**src/rtl/whack_pkg.sv**
```systemverilog
// Shared definitions for the whack-a-mole game: state codes used by both the
// game FSM and the datapath, plus small decode helpers.
package whack_pkg;

    typedef enum logic [3:0] {
        ST_START    = 4'd0,
        ST_GAME     = 4'd1,
        ST_MOLE1    = 4'd2,
        ST_MOLE2    = 4'd3,
        ST_MOLE3    = 4'd4,
        ST_MOLE4    = 4'd5,
        ST_GAMEOVER = 4'd6
    } game_state_e;

    // Map a raw 4-bit state code onto a legal state; unused codes mean Start.
    function automatic game_state_e decode_state(input logic [3:0] code);
        if (code > 4'd6) begin
            return ST_START;
        end
        return game_state_e'(code);
    endfunction

    // One-hot mask of the mole that belongs to a state (zero outside Mole1-4).
    function automatic logic [3:0] mole_mask(input game_state_e st);
        logic [3:0] mask;
        case (st)
            ST_MOLE1: mask = 4'b0001;
            ST_MOLE2: mask = 4'b0010;
            ST_MOLE3: mask = 4'b0100;
            ST_MOLE4: mask = 4'b1000;
            default:  mask = 4'b0000;
        endcase
        return mask;
    endfunction

endpackage

```
**src/rtl/key_sync.sv**
```systemverilog
// Per-bit two-flop synchronizer followed by a rising-edge detector for the
// raw mole buttons. The rise output is a one-cycle pulse.
module key_sync #(
    parameter int WIDTH = 4
) (
    input  logic             clk,
    input  logic             reset,
    input  logic [WIDTH-1:0] raw,
    output logic [WIDTH-1:0] rise
);

    for (genvar gi = 0; gi < WIDTH; gi++) begin : g_bit
        logic meta_reg;
        logic sync_reg;
        logic last_reg;

        // Two synchronizing stages plus one history stage for edge detection.
        always_ff @(posedge clk or posedge reset) begin
            if (reset) begin
                meta_reg <= 1'b0;
                sync_reg <= 1'b0;
                last_reg <= 1'b0;
            end else begin
                meta_reg <= raw[gi];
                sync_reg <= meta_reg;
                last_reg <= sync_reg;
            end
        end

        assign rise[gi] = sync_reg & ~last_reg;
    end

endmodule

```
**src/rtl/mole_datapath.sv**
```systemverilog
// Whack-a-mole datapath: game clock, gap and mole timers, hit detection,
// score/miss counters and the pulse handshake back to the game FSM.
module mole_datapath
    import whack_pkg::*;
#(
    parameter int CLK_HZ       = 50000000,
    parameter int GAME_SECONDS = 60,
    parameter int GAP_TICKS    = 25000000,
    parameter int MOLE_TICKS   = 50000000
) (
    input  logic       clk,
    input  logic       reset,
    input  logic [3:0] state,
    input  logic [3:0] key,
    output logic       control_signal,
    output logic       timer_signal,
    output logic       delay_done,
    output logic [3:0] mole_led,
    output logic [7:0] score,
    output logic [7:0] misses,
    output logic [6:0] time_left
);

    localparam int PRESC_W = (CLK_HZ > 1) ? $clog2(CLK_HZ) : 1;
    localparam int GAP_W   = (GAP_TICKS > 1) ? $clog2(GAP_TICKS) : 1;
    localparam int MOLE_W  = (MOLE_TICKS > 1) ? $clog2(MOLE_TICKS) : 1;
    localparam logic [PRESC_W-1:0] PRESC_LAST = PRESC_W'(CLK_HZ - 1);
    localparam logic [GAP_W-1:0]   GAP_LAST   = GAP_W'(GAP_TICKS - 1);
    localparam logic [MOLE_W-1:0]  MOLE_LAST  = MOLE_W'(MOLE_TICKS - 1);
    localparam logic [6:0]         SECONDS    = 7'(GAME_SECONDS);

    logic [3:0]         key_hit;
    game_state_e        cur_state;
    game_state_e        prev_state_reg;
    game_state_e        suppress_state_reg;
    logic               suppress_reg;
    logic [PRESC_W-1:0] presc_reg, presc_next;
    logic [GAP_W-1:0]   gap_cnt_reg, gap_cnt_next, gap_base;
    logic [MOLE_W-1:0]  mole_cnt_reg, mole_cnt_next, mole_base;
    logic [6:0]         time_left_reg, time_left_next;
    logic [7:0]         score_reg, score_next, misses_reg, misses_next;
    logic [3:0]         mole_sel, mole_led_reg;
    logic               control_reg, control_next, delay_done_reg, delay_done_next;
    logic               timer_reg, timer_next;
    logic               is_start, is_game, is_mole, is_running, state_changed;
    logic               suppress_active, time_expired, sec_tick;
    logic               gap_term, mole_term, hit;
    logic               gap_fire, abort_fire, hit_fire, miss_fire;

    key_sync #(.WIDTH(4)) u_key_sync (
        .clk   (clk),
        .reset (reset),
        .raw   (key),
        .rise  (key_hit)
    );

    assign cur_state       = decode_state(state);
    assign mole_sel        = mole_mask(cur_state);
    assign is_start        = (cur_state == ST_START);
    assign is_game         = (cur_state == ST_GAME);
    assign is_mole         = |mole_sel;
    assign is_running      = is_game || is_mole;
    assign state_changed   = (cur_state != prev_state_reg);
    assign suppress_active = suppress_reg && (cur_state == suppress_state_reg);
    assign time_expired    = (time_left_reg == 7'd0);
    assign hit             = |(key_hit & mole_sel);

    // Next-state logic for timers, counters and the FSM handshake pulses.
    always_comb begin
        // A state change restarts the per-state timers from zero this cycle.
        gap_base  = state_changed ? '0 : gap_cnt_reg;
        mole_base = state_changed ? '0 : mole_cnt_reg;
        gap_term  = is_game && (gap_base == GAP_LAST);
        mole_term = is_mole && (mole_base == MOLE_LAST);

        // Terminal counts hold; the suppress flag keeps them from re-firing.
        gap_cnt_next = '0;
        if (is_game) begin
            gap_cnt_next = gap_term ? gap_base : gap_base + 1'b1;
        end
        mole_cnt_next = '0;
        if (is_mole) begin
            mole_cnt_next = mole_term ? mole_base : mole_base + 1'b1;
        end

        sec_tick   = is_running && (presc_reg == PRESC_LAST);
        presc_next = '0;
        if (is_running && !sec_tick) begin
            presc_next = presc_reg + 1'b1;
        end

        time_left_next = time_left_reg;
        if (is_start) begin
            time_left_next = SECONDS;
        end else if (sec_tick && !time_expired) begin
            time_left_next = time_left_reg - 7'd1;
        end
        timer_next = (time_left_next == 7'd0) && !is_start;

        // Expired time aborts a mole; otherwise a hit beats a same-cycle timeout.
        gap_fire   = gap_term && !time_expired && !suppress_active;
        abort_fire = is_mole && time_expired && !suppress_active;
        hit_fire   = is_mole && !time_expired && hit && !suppress_active;
        miss_fire  = mole_term && !time_expired && !hit && !suppress_active;

        control_next    = gap_fire || abort_fire || hit_fire || miss_fire;
        delay_done_next = gap_fire;

        score_next  = score_reg;
        misses_next = misses_reg;
        if (is_start) begin
            score_next  = 8'd0;
            misses_next = 8'd0;
        end else begin
            if (hit_fire && (score_reg != 8'hFF)) begin
                score_next = score_reg + 8'd1;
            end
            if (miss_fire && (misses_reg != 8'hFF)) begin
                misses_next = misses_reg + 8'd1;
            end
        end
    end

    // All state and registered outputs.
    always_ff @(posedge clk or posedge reset) begin
        if (reset) begin
            prev_state_reg     <= ST_START;
            suppress_state_reg <= ST_START;
            suppress_reg       <= 1'b0;
            presc_reg          <= '0;
            gap_cnt_reg        <= '0;
            mole_cnt_reg       <= '0;
            time_left_reg      <= SECONDS;
            score_reg          <= 8'd0;
            misses_reg         <= 8'd0;
            mole_led_reg       <= 4'd0;
            control_reg        <= 1'b0;
            delay_done_reg     <= 1'b0;
            timer_reg          <= 1'b0;
        end else begin
            prev_state_reg <= cur_state;
            if (control_next) begin
                suppress_reg       <= 1'b1;
                suppress_state_reg <= cur_state;
            end else if (cur_state != suppress_state_reg) begin
                suppress_reg <= 1'b0;
            end
            presc_reg      <= presc_next;
            gap_cnt_reg    <= gap_cnt_next;
            mole_cnt_reg   <= mole_cnt_next;
            time_left_reg  <= time_left_next;
            score_reg      <= score_next;
            misses_reg     <= misses_next;
            mole_led_reg   <= mole_sel;
            control_reg    <= control_next;
            delay_done_reg <= delay_done_next;
            timer_reg      <= timer_next;
        end
    end

    assign control_signal = control_reg;
    assign delay_done     = delay_done_reg;
    assign timer_signal   = timer_reg;
    assign mole_led       = mole_led_reg;
    assign score          = score_reg;
    assign misses         = misses_reg;
    assign time_left      = time_left_reg;

endmodule

```
**config.mk**
```make
export PLATFORM = sky130hd
export DESIGN_NAME = mole_datapath
export DESIGN_NICKNAME = d
export VERILOG_FILES = /design/src/rtl/whack_pkg.sv /design/src/rtl/key_sync.sv /design/src/rtl/mole_datapath.sv
export SDC_FILE = /design/constraint.sdc
export NUM_CORES = 1
export LEC_CHECK = 0
export CAP_MARGIN = 25
export CORE_UTILIZATION = 30
export DETAILED_ROUTE_END_ITERATION = 16
export PLACE_DENSITY_LB_ADDON = 0.25
export SLEW_MARGIN = 25
export SYNTH_ARGS = -nofsm -noshare
export SYNTH_HDL_FRONTEND = slang
export SYNTH_SLANG_ARGS = --single-unit
```
**constraint.sdc**
```tcl
create_clock -name clk -period 5.1 [get_ports clk]
set_input_delay 1.02 -clock clk [delete_from_list [all_inputs] [get_ports clk]]
set_output_delay 1.02 -clock clk [all_outputs]
set_load 0.005 [all_outputs]
```
==> flow_metrics.py, run 1 <==
metrics = {
    "setup_path": {
        "max_stage_delay_ps": 680,
        "crit_path_frequent_cell": "a21oi_1",
        "cp_num_buf_inv": 1,
        "cp_top_family": "simple AND/OR/NAND/NOR gates",
        "worst_ep_arrival_time_ps": 4900,
        "worstPathMaxFanout": 14,
        "path_cells": "clkdlybuf4s50_1, a21oi_1, o32ai_1, and3_1, ha_1, nand3_1, nor4_1, o21ai_0, nor4_2, nand3_4, or4_1, a21oi_1",
        "slowest_stage": "clkdlybuf4s50_1",
        "cp-end-kind": "register",
        "startpoint_type": "primary input",
        "crit_required_ps": 5430,
        "crit_type": "in -> reg",
    },
    "grt": {
        "grt_pass1_wl_mm": 22.7,
        "antenna_found_initial": 0,
        "grt_max_degree": 63,
        "grtUsageTotal_pct": 13.2,
        "overflow": 0,
        "grt_pass1_vias": 4779,
    },
    "routing": {
        "drc": 0,
        "wire_per_inst_um": 13.7,
        "viasPerCell": 4.85,
        "vias": 4677,
        "drt-total-wl_mm": 13.2,
        "drtIter0Drc": 216,
        "drtAntennaViolNets": 0,
        "dr.pass1.iters": 4,
    },
    "floorplanning": {
        "die_area_um2": 21600,
        "row_count": 52,
        "ios": 40,
        "start_util_pct": 30.8,
        "coreArea_um2": 20400,
        "die_x_um": 147,
        "die_y_um": 147,
    },
    "yosys": {
        "synth_edf_count": 0,
        "syn_area_per_cell_um2": 9.98,
        "yosysUniqueCellTypes": 60,
        "synthFlopType": "dfrtp_1",
        "synth_nets": 648,
        "postSynthCellCount": 631,
        "synthesis.area_um2": 6300,
        "async_flop_share_pct": 100,
        "seq_area_frac_synth_pct": 50.9,
        "synth-warning-count": 0,
        "ys_seq_elements": 128,
    },
    "clock_tree": {
        "postCtsSetupBuffers": 0,
        "clk_path_buf_depth": 2,
        "clk_latency_ps": 420,
        "root_buffer": "clkbuf_16",
        "cts_tree": "built",
        "cts_buffers": 17,
        "h-tree-depth": 4,
        "hold_buffers": 0,
        "cts.clk_slew.worst_paths_ps": 60,
        "cts_resized": 0,
        "numClockSinks": 128,
    },
    "timing": {
        "rsz0062_at_grt": "no",
        "tns_ps": 0,
        "fin_crit_sh_pct": 89.7,
        "report.final.slew_viol_count": 0,
        "worstMarginPinSlew_ps": 836,
        "slew_headroom_pct": 44.1,
        "hold_viol": 0,
        "final-setup-viol-count": 0,
        "timing.fmax_mhz": 219,
        "fin_worst_skew_ps": 13.3,
        "post-route-min-period_ps": 4580,
    },
    "cells_and_area": {
        "layoutNonFillerInstCount": 964,
        "design_area_um2": 7550,
        "syn2layout_area_growth_pct": 19.9,
        "final_nets": 698,
        "antennaDiodeCount": 0,
        "final_layout_size_suffix_gt1_share_pct": 8.50,
    },
    "power": {
        "power.density_nw_per_um2": 298,
        "leakage_uw": 0.00310,
        "ir_worst_vdd_uv": 219,
    },
    "place": {
        "routabilityCongestion": 0.799,
        "portBuffers": 39,
        "dpl.hpwl_mm": 9.13,
        "dpl-instance-area_um2": 7010,
        "place_inst": 932,
    },
    "flow_run": {
        "maxCapViolations": 0,
    },
    "run_status": {
        "status": "finished, final reports clean",
    },
    "hold_path": {
        "min_path_type": "reg -> reg",
    },
}
-- per-layer routing --
metal | GRT usage, % | vias to the layer above | routed length, um
met5 | 0 | - | 0
met4 | 5.10 | 0 | 221
met3 | 3.45 | 18 | 386
met2 | 21.6 | 62 | 6320
met1 | 16.6 | 2308 | 6250
li1 | - | 2289 | -
-- final cells by class --
| class | count | area, um^2 |
|---|---|---|
| fill | 2064 | 12900 |
| inverter | 13 | 51.3 |
| timing repair buffer | 48 | 458 |
| tap | 270 | 338 |
| multi-input combinational | 473 | 2960 |
| clock inverter | 8 | 57.6 |
| sequential | 128 | 3210 |
| clock buffer | 24 | 482 |
-- where the power goes --
group          internal, uW  switching, uW  total (uW)
Clock                   660            442        1100
Sequential             1030           9.53        1040
Combinational          35.3           70.7         106
-- cells by family after synthesis --
| group | synth area share [%] |
|---|---|
| AO/OA/AOI/OAI | 5.46 |
| buffers and inverters | 2.13 |
| flip-flops | 50.9 |
| AND/OR/NAND/NOR | 27.4 |
| multiplexers | 1.49 |
| XOR/XNOR | 11.1 |
| other | 0.0595 |
| adder cells (fa/ha/maj) | 1.39 |
-- per-stage QoR --
step	worst slack, ps	hold WS, ps	total power [uW]	utilization (%)
3_3_place_gp	322	334	1160	34.3
2_1_floorplan	674	331	1130	-
5_1_grt	176	353	2340	37.0
6_report	524	347	2250	37.0
3_5_place_dp	108	335	1170	34.3
4_1_cts	549	349	2280	37.0
-- worst reg2reg max path, delay by kind of cell, from the launching register on --
family	cells	cell delay (ps)
AND/OR/NAND/NOR	7	2150
AO/OA/AOI/OAI	4	710
flip-flops	1	410
adder cells (fa/ha/maj)	1	200
-- cells in the final DEF (no fill, tap or decap), types with 10 or more instances in the layout --
| master | instances |
|---|---|
| inv_1 | 12 |
| o21ai_0 | 10 |
| clkbuf_16 | 17 |
| nor2_1 | 108 |
| nand3_1 | 36 |
| clkdlybuf4s50_1 | 39 |
| xor2_1 | 47 |
| nand4_1 | 25 |
| dfrtp_1 | 124 |
| and3_1 | 25 |
| nor3_1 | 11 |
| nand2_1 | 48 |
| a21oi_1 | 12 |
| xnor2_1 | 33 |
-- path summary, 6_finish.rpt --
| path | startpoint | end | slack (ps) | cells after the start |
|---|---|---|---|---|
| worst max register to register | prev_state_reg[1]$_DFF_PP0_ | misses[7]$_DFFE_PP0P_ | 1520 | 12 |
| worst max-delay path | state[0] | misses[7]$_DFFE_PP0P_ | 520 | 12 |
| min in group asynchronous | reset | gap_cnt_reg[14]$_DFF_PP0_ | 1090 | 2 |
| max in group asynchronous | reset | time_left[5]$_DFF_PP1_ | 2990 | 3 |
| worst min register to register | u_key_sync.g_bit[1].meta_reg$_DFF_PP0_ | u_key_sync.g_bit[1].sync_reg$_DFF_PP0_ | 350 | 0 |
| worst min-delay path | u_key_sync.g_bit[1].meta_reg$_DFF_PP0_ | u_key_sync.g_bit[1].sync_reg$_DFF_PP0_ | 350 | 0 |
-- cell usage after synthesis (2+ instances only) --
cell | n | share of area (%)
xor2_1 | 47 | 6.5
buf_2 | 2 | 0.16
nor2b_1 | 6 | 0.60
a21oi_1 | 12 | 0.95
and2_1 | 9 | 0.89
clkbuf_1 | 12 | 0.72
and4_1 | 8 | 1.1
and4b_1 | 2 | 0.32
nor3b_1 | 3 | 0.36
a32oi_1 | 2 | 0.28
nor3_1 | 11 | 0.87
or4_1 | 2 | 0.24
buf_6 | 2 | 0.36
and3_1 | 25 | 2.5
o21ai_0 | 10 | 0.79
dfrtp_1 | 124 | 49
o32ai_1 | 2 | 0.28
nand2b_1 | 4 | 0.40
nor2_1 | 108 | 6.4
ha_1 | 7 | 1.4
nor4b_1 | 4 | 0.56
o31ai_1 | 3 | 0.36
nand3_1 | 36 | 2.9
o211ai_1 | 6 | 0.72
dfstp_2 | 4 | 1.7
mux2i_1 | 6 | 0.95
a31oi_1 | 5 | 0.50
xnor2_1 | 33 | 4.6
nor4_1 | 8 | 0.79
or2_2 | 3 | 0.30
inv_1 | 13 | 0.77
nand4b_1 | 3 | 0.42
or3_1 | 9 | 0.89
nand4_1 | 25 | 2.5
mux2_2 | 2 | 0.36
nand2_1 | 48 | 2.9
nand2b_4 | 2 | 0.44
Note: power is estimated with default switching activity, not from simulation.
==> inputs of run 2 (changes only) <==
--- a/config.mk
+++ b/config.mk
@@ -7,8 +7,11 @@
 export LEC_CHECK = 0
 export CAP_MARGIN = 25
 export CORE_UTILIZATION = 30
+export CTS_BUF_LIST = sky130_fd_sc_hd__clkbuf_8
 export DETAILED_ROUTE_END_ITERATION = 16
+export HOLD_SLACK_MARGIN = 0.05
 export PLACE_DENSITY_LB_ADDON = 0.25
+export RECOVER_POWER = 25
 export SLEW_MARGIN = 25
 export SYNTH_ARGS = -nofsm -noshare
 export SYNTH_HDL_FRONTEND = slang
==> run 2 against run 1 <==
  * The run now ends with capacitance limit, slew limit left
  * Count of clock-buffer cells in the layout decreased by 4
  * Largest power group is now registers
  * Register-to-register slack about the same
  * Cell area decreased by 2.6%
  * Clock power decreased by 31%
  * Critical path depth unchanged
  * Maximum frequency decreased by 1.1%
  * Final cell count unchanged
  * Global-route usage decreased by 0.13 points
  * Highest routed layer unchanged
  * Non-clock buffer count unchanged
  * Core utilization decreased by 0.94 points
  * Sequential power about the same
==> flow_metrics.py, run 2 (synthesis gave the netlist of run 1 again) <==
metrics = {
    "run_status": {
        "status": "finished, violations left",
        "violations": "capacitance limit, slew limit",
    },
    "floorplanning": {
        "die_x_um": 147,
        "row_count": 52,
        "coreArea_um2": 20400,
        "die_area_um2": 21600,
        "die_y_um": 147,
        "start_util_pct": 30.8,
        "ios": 40,
    },
    "clock_tree": {
        "root_buffer": "clkbuf_8",
        "clk_path_buf_depth": 2,
        "cts_buffers": 17,
        "cts_resized": 0,
        "cts.clk_slew.worst_paths_ps": 80,
        "h-tree-depth": 4,
        "hold_buffers": 0,
        "postCtsSetupBuffers": 0,
        "clk_latency_ps": 430,
        "numClockSinks": 128,
        "cts_tree": "built",
    },
    "power": {
        "ir_worst_vdd_uv": 142,
        "power.density_nw_per_um2": 259,
        "leakage_uw": 0.00303,
    },
    "setup_path": {
        "max_stage_delay_ps": 750,
        "path_cells": "dlygate4sd3_1, a21oi_1, o32ai_1, and3_1, ha_1, nand3_1, nor4_1, o21ai_0, nor4_2, nand3_4, or4_1, a21oi_1",
        "crit_type": "in -> reg",
        "cp-end-kind": "register",
        "cp_num_buf_inv": 1,
        "cp_top_family": "simple AND/OR/NAND/NOR gates",
        "crit_required_ps": 5450,
        "worst_ep_arrival_time_ps": 4980,
        "slowest_stage": "dlygate4sd3_1",
        "crit_path_frequent_cell": "a21oi_1",
        "worstPathMaxFanout": 14,
        "startpoint_type": "primary input",
    },
    "routing": {
        "drc": 0,
        "drtIter0Drc": 198,
        "dr.pass1.iters": 4,
        "drt-total-wl_mm": 13.0,
        "viasPerCell": 4.85,
        "vias": 4671,
        "drtAntennaViolNets": 0,
        "wire_per_inst_um": 13.5,
    },
    "timing": {
        "timing.fmax_mhz": 216,
        "fin_crit_sh_pct": 90.7,
        "setup_ws_ps": 473,
        "fin_worst_skew_ps": 12.7,
        "worstMarginPinSlew_ps": 2670,
        "rsz0062_at_grt": "no",
        "final-setup-viol-count": 0,
        "post-route-min-period_ps": 4630,
        "tns_ps": 0,
        "report.final.slew_viol_count": 63,
        "hold_viol": 0,
        "slew_headroom_pct": -79.2,
    },
    "place": {
        "portBuffers": 39,
        "dpl.hpwl_mm": 9.13,
        "routabilityCongestion": 0.799,
        "pre_cts_slack_ps": 108,
    },
    "cells_and_area": {
        "final_nets": 698,
        "mostFrequentLayoutCells": "dfrtp_1, nor2_1, nand2_1",
        "multiInputGateArea_um2": 2960,
        "nFillCells": 2086,
        "seqCellArea_um2": 3210,
        "final_layout_size_suffix_gt1_share_pct": 8.50,
        "antennaDiodeCount": 0,
        "syn2layout_area_growth_pct": 16.8,
        "final_common_cell": "dfrtp_1",
    },
    "flow_run": {
        "maxCapViolations": 1,
    },
    "grt": {
        "antenna_found_initial": 0,
        "overflow": 0,
        "grt_pass1_vias": 4786,
        "grtUsageTotal_pct": 13.1,
        "grt_max_degree": 63,
        "grt_pass1_wl_mm": 22.6,
    },
    "hold_path": {
        "min_path_type": "reg -> reg",
    },
}
## run 2: cell types whose count changed in the layout (fill, tap and decap cells not counted), sizes merged
cell	change
dlygate4sd3	+6
clkdlybuf4s50	-6
clkinvlp	+1
inv	+3
clkbuf	-4
## run 2: power breakdown
part	switching (uW)	internal [uW]	total, uW
registers	9.52	1030	1040
logic	70.4	34.4	105
clock network	393	367	761
## run 2: area by class of cell
type	count	share of cell area (%)
sequential	128	43.6
multi-input combinational	473	40.2
timing repair buffer	48	6.22
tap	270	4.59
clock buffer	20	3.74
clock inverter	12	0.986
inverter	13	0.680
## run 2: worst paths after layout
check	startpoint	end	slack [ps]	depth (start not counted)
max reg2reg	prev_state_reg[1]$_DFF_PP0_	misses[7]$_DFFE_PP0P_	1520	12
min in group asynchronous	reset	gap_cnt_reg[14]$_DFF_PP0_	1790	2
max	state[0]	misses[7]$_DFFE_PP0P_	470	12
min reg2reg	u_key_sync.g_bit[1].meta_reg$_DFF_PP0_	u_key_sync.g_bit[1].sync_reg$_DFF_PP0_	350	0
min	u_key_sync.g_bit[1].meta_reg$_DFF_PP0_	u_key_sync.g_bit[1].sync_reg$_DFF_PP0_	350	0
max in group asynchronous	reset	time_left[5]$_DFF_PP1_	1860	3
## run 2: per-stage QoR
step           utilization [%]  hold slack, ps  std cells  power, uW  cell area (um^2)
6_report                  36.0             351        964       1900              7360
5_1_grt                   36.0             359        964       2000              7360
4_1_cts                   36.0             353        964       1940              7360
3_5_place_dp              34.3             335        932       1170              7010
3_3_place_gp              34.3             334        932       1160              7010
2_1_floorplan                -             331        631       1130              6300
## run 2: per-layer routing
layer  vias to the layer above  global-route usage [%]  wire length, um
li1                       2288                       -                -
met1                      2295                    16.4             6180
met2                        72                    21.6             6300
met3                        16                    3.35              372
met4                         0                    4.85              201
met5                         -                       0                0
